`src/rtl/jtframe_inputs.sv`:
```
// rtl/jtframe_inputs.sv - game input conditioner: polarity, coin stretch, autofire, pause toggle
module jtframe_inputs #(
    parameter int NPLAYERS     = 2,
    parameter int BUTTONS      = 2,
    parameter int ACTIVE_LOW   = 1,
    parameter int COIN_FRAMES  = 4,
    parameter int AUTOFIRE_DIV = 2
) (
    input  logic                           rst,
    input  logic                           clk,
    input  logic                           LVBL,
    input  logic [NPLAYERS*16-1:0]         board_joy,
    input  logic [BUTTONS-1:0]             autofire_en,
    output logic [NPLAYERS*(4+BUTTONS)-1:0] game_joy,
    output logic [NPLAYERS-1:0]            game_coin,
    output logic [NPLAYERS-1:0]            game_start,
    output logic                           game_service,
    output logic                           dip_pause,
    output logic                           frame_tick
);

    localparam int JW = 4 + BUTTONS;

    logic [NPLAYERS*16-1:0]      joy_a;
    logic [NPLAYERS-1:0]         coin_b, pause_b;
    logic                        primed;
    logic                        lvbl_r;
    logic [3:0]                  fcnt;
    logic                        phase;
    logic [NPLAYERS-1:0][3:0]    coin_cnt;
    logic [NPLAYERS*JW-1:0]      joy_r, joy_nx;
    logic [NPLAYERS-1:0]         start_r, start_nx;
    logic                        service_r;
    logic [NPLAYERS-1:0]         coin_a, pause_a, coin_raw, pause_raw;
    logic [NPLAYERS-1:0]         coin_rise, pause_rise, coin_on;
    logic                        unused_bits;

    assign unused_bits = ^joy_a;

    always_comb begin
        joy_nx    = '0;
        start_nx  = '0;
        coin_a    = '0;
        pause_a   = '0;
        coin_raw  = '0;
        pause_raw = '0;
        coin_on   = '0;
        for (int p = 0; p < NPLAYERS; p++) begin
            joy_nx[p*JW +: 4] = joy_a[p*16 +: 4];
            for (int b = 0; b < BUTTONS; b++)
                joy_nx[p*JW+4+b] = joy_a[p*16+4+b] & (phase | ~autofire_en[b]);
            start_nx[p]  = joy_a[p*16+11];
            coin_a[p]    = joy_a[p*16+10];
            pause_a[p]   = joy_a[p*16+13];
            coin_raw[p]  = board_joy[p*16+10];
            pause_raw[p] = board_joy[p*16+13];
            coin_on[p]   = coin_cnt[p] != 4'd0;
        end
    end

    assign coin_rise  = coin_a & ~coin_b;
    assign pause_rise = pause_a & ~pause_b;

    // On the first clock after reset stage B is loaded straight from the board,
    // so inputs held across reset release never look like fresh presses.
    always_ff @(posedge clk or posedge rst) begin
        if (rst) begin
            primed     <= 1'b0;
            joy_a      <= '0;
            coin_b     <= '0;
            pause_b    <= '0;
            lvbl_r     <= 1'b1;
            frame_tick <= 1'b0;
            fcnt       <= 4'd0;
            phase      <= 1'b1;
            joy_r      <= '0;
            start_r    <= '0;
            service_r  <= 1'b0;
            dip_pause  <= 1'b0;
        end else begin
            primed     <= 1'b1;
            joy_a      <= board_joy;
            coin_b     <= primed ? coin_a  : coin_raw;
            pause_b    <= primed ? pause_a : pause_raw;
            lvbl_r     <= LVBL;
            frame_tick <= lvbl_r & ~LVBL;
            if (frame_tick) begin
                if (fcnt == 4'(AUTOFIRE_DIV - 1)) begin
                    fcnt  <= 4'd0;
                    phase <= ~phase;
                end else begin
                    fcnt  <= fcnt + 4'd1;
                end
            end
            joy_r     <= joy_nx;
            start_r   <= start_nx;
            service_r <= joy_a[12];
            if (|pause_rise)
                dip_pause <= ~dip_pause;
        end
    end

    // A press while a pulse is running is ignored; a press on a tick cycle loads without decrementing.
    always_ff @(posedge clk or posedge rst) begin
        if (rst) begin
            coin_cnt <= '0;
        end else begin
            for (int p = 0; p < NPLAYERS; p++) begin
                if (coin_rise[p] && !coin_on[p])
                    coin_cnt[p] <= 4'(COIN_FRAMES);
                else if (frame_tick && coin_on[p])
                    coin_cnt[p] <= coin_cnt[p] - 4'd1;
            end
        end
    end

    generate
        if (ACTIVE_LOW != 0) begin : g_low
            assign game_joy     = ~joy_r;
            assign game_coin    = ~coin_on;
            assign game_start   = ~start_r;
            assign game_service = ~service_r;
        end else begin : g_high
            assign game_joy     = joy_r;
            assign game_coin    = coin_on;
            assign game_start   = start_r;
            assign game_service = service_r;
        end
    endgenerate

endmodule

```
`config.mk`:
```
export PLATFORM = sky130hd
export DESIGN_NAME = jtframe_inputs
export DESIGN_NICKNAME = d
export VERILOG_FILES = /design/src/rtl/jtframe_inputs.sv
export SDC_FILE = /design/constraint.sdc
export NUM_CORES = 1
export LEC_CHECK = 0
export BUFFER_PORTS_ARGS = -buffer_cell sky130_fd_sc_hd__buf_2
export CAP_MARGIN = 15
export CORE_MARGIN = 4
export CORE_UTILIZATION = 55
export CTS_BUF_LIST = sky130_fd_sc_hd__clkbuf_8
export CTS_CLUSTER_SIZE = 40
export DETAILED_ROUTE_END_ITERATION = 8
export PLACE_DENSITY = 0.94
export REMOVE_ABC_BUFFERS = 1
export SETUP_SLACK_MARGIN = 0.5
export SLEW_MARGIN = 10
export SYNTH_ARGS = -nofsm -noshare
export SYNTH_HDL_FRONTEND = slang
export SYNTH_SLANG_ARGS = --single-unit
```
`constraint.sdc`:
```
create_clock -name clk -period 3.06 [get_ports clk]
set_input_delay 0.306 -clock clk [delete_from_list [all_inputs] [get_ports clk]]
set_output_delay 0.306 -clock clk [all_outputs]
set_load 0.02 [all_outputs]
```
==> metrics <==
Syn Inst Count 136; Finished Cell Area 2270 sq um; GRT Residual Overflow 0; detailed placement HPWL 1850 microns; CP peak stage delay 390 ps; final worst slack 1170 ps; Hold WC Path Type input port to register; wire per inst 11.6 microns; routability cong. 0.766; CTS tree built; Placement Setup Slack 1480 ps; TritonCTS buffer count 5; unrepaired setup endpoints after global routing no; reg2reg path depth 5; final hold vios 0; sequential area share after synthesis 0.729; Setup CP Type register to primary output; DRC viols 0; Post-Place Cells 223; Final Max Tran Viols 0; total number of vias 1089; Post-synth EDFFs 0; vias in the first global route 1058; ant diodes 0; NumNets Final 225; Sw Share 0.291; startpoint types register; Clk pwr share 0.223; layout cells sized above 1 0.316; H-tree depth 2; die span in y 66.7 microns; cell depth of the worst hold path 1; Setup Skew 8.51 ps; Die ar. 4440 sq um; Mapped Avg Cell Area 13.9 sq um; P_int 0.00115 W; critical path depth in cells 4; IO Pins 56; cells along the critical path inv_1 -> ha_1 -> nor3b_2 -> buf_2; Final ANT Viol Nets 0; root buffer cell clkbuf_8; Initial Utilization 0.567; CTS Buffer Depth 2; crit-path leading delay family flip-flops; register bit count reported by yosys 55; status complete, no violations; Max IR drop VDD 0.421 mV; Clock Latency Late Sink 300 ps; Comb pwr share 0.213; dpl cell area 2150 sq um; P_sw 0.000472 W; Critical Path RT 2750 ps; crit path max fanout 6; GRT Util Overall 0.132; 1st-iter DRT viols 37; vias per cell 4.67; initial antenna violation count 0; final setup vio count 0; die width 66.7 microns; port bufs 42; drt total wl 2690 microns; CP arrival 1580 ps; first-pass GRT wire length 4290 microns; Reg clk slew, reported paths 90 ps; Buffers & Inverters on Critical Path 2; crit end category primary output; total of max-cap violations 0; largest net degree at the start of global routing 56; pwr dens 717 nW/um^2; register share of total power 0.564; P_leak 1.16 nW; Post-Layout Cell Count 233; Worst path slowest cell dfrtp_1; Tcrit/Tclk final 0.616; core outline area 3340 sq um; Max Clk Rate 530 MHz; Post-Syn Area 1890 sq um; Final min period 1890 ps; area grow syn2layout 19.8%; Yosys Warn Count 0; Synth async-reset ratio 1.00; setup TNS 0 ps; drt pass-1 iters 2; row count 21; Primary FF master, synth dfrtp_1; Clock Sinks 55; library cells used by synthesis 33
routing by layer:
metal | vias up | global-route usage | part of all wire | wire, microns
li1 | 532 | - | - | -
met1 | 529 | 0.150 | 0.41 | 1110
met2 | 26 | 0.223 | 0.52 | 1390
met3 | 2 | 0.0556 | 0.066 | 177
met4 | 0 | 0.0457 | 0.0026 | 7
met5 | - | 0 | 0 | 0
layout by cell type (no fill, tap or decap), types with 2 or more instances in the layout:
cell type / Yosys / layout
inv_1: 23 / 24
ha_1: 2 / 2
dfstp_2: 2 / 2
nor2_1: 4 / 4
nor3_1: 3 / 3
a21oi_1: 2 / 2
xor2_1: 3 / 3
xnor2_1: 2 / 2
buf_2: 1 / 42
nand3_1: 3 / 3
dfrtp_1: 53 / 53
a21o_1: 3 / 3
mux2_2: 5 / 5
nand2b_1: 6 / 6
nor2b_1: 2 / 2
and2_1: 4 / 4
nor3b_2: 2 / 2
clkbuf_8: 0 / 5
power groups by stage:
| stage | sequential, W | clock, W | combinational, W |
|---|---|---|---|
| floorplan | 0.000924 | 0 | 0.000249 |
| global placement | 0.000926 | 0 | 0.000330 |
| detailed placement | 0.000933 | 0 | 0.000347 |
| CTS | 0.000918 | 0.000372 | 0.000348 |
| global route | 0.000935 | 0.000407 | 0.000390 |
| finish | 0.000917 | 0.000362 | 0.000346 |
sequential cells by signal, indices dropped and copies added (netlist names):
signal	count
start_r	2
joy_a	19
fcnt	4
service_r	1
dip_pause	1
joy_r	12
coin_cnt	8
primed	1
frame_tick	1
pause_b	2
phase	1
coin_b	2
lvbl_r	1
final timing paths:
path                          startpoint      endpoint  slack [ps]
hold reg to reg                joy_a[17]      joy_r[7]         350
setup reg to reg             coin_cnt[0]   coin_cnt[0]        1610
setup / recovery             coin_cnt[4]  game_coin[1]        1170
hold / removal             board_joy[20]     joy_a[20]         100
min in group asynchronous            rst      joy_r[2]         480
max in group asynchronous            rst        lvbl_r        2020
through the flow:
step	power, W	hold slack [ps]	util
finish	0.00162	105	0.679
global route	0.00173	87.2	0.679
CTS	0.00164	98.6	0.670
detailed placement	0.00128	336	0.646
global placement	0.00126	331	0.646
floorplan	0.00117	310	-
what timing repair did:
item | 4_1_cts | 5_1_grt
hold endpoints to repair | 0 | 11
gates resized for setup | 0 | 0
setup buffers | 0 | 0
hold buffers | 0 | 1
worst reg2reg max path, stage by stage, from the launching register on:
cell       delay, ps
dfrtp_1          400
inv_1             60
ha_1             200
nor3b_2          310
mux2i_1          280
o2bb2ai_1        130
cells in the mapped netlist (2+ instances only):
library cell   n  area share
dfstp_2        2       0.028
nor3_1         3      0.0079
xor2_1         3       0.014
a21oi_1        2      0.0053
a21o_1         3       0.012
dfrtp_1       53        0.70
inv_1         23       0.046
and2_1         4       0.013
nor2b_1        2      0.0066
xnor2_1        2      0.0093
mux2_2         5       0.030
nand3_1        3      0.0079
nand2b_1       6       0.020
ha_1           2       0.013
nor2_1         4      0.0079
nor3b_2        2       0.013
final cells by class:
class	instances	area, sq um
multi-input combinational	57	422
sequential	55	1380
tap	46	57.6
inverter	23	86.3
timing repair buffer	44	240
clock buffer	5	68.8
fill	268	1070
clock inverter	3	12.5
cells by family (layout without fill, tap and decap cells):
logic type | count (synthesis) | after routing | share of synthesized area
DFF | 55 | 55 | 0.729
and+or+nand+nor | 31 | 31 | 0.102
buffers and inverters | 24 | 75 | 0.0483
AOI/OAI and AO/OA | 11 | 11 | 0.0417
muxes | 7 | 7 | 0.0410
xor gates and xnor gates | 5 | 5 | 0.0232
adders and majority gates | 2 | 2 | 0.0132
other | 1 | 1 | 0.00198
(Power assumes the default switching activity.)
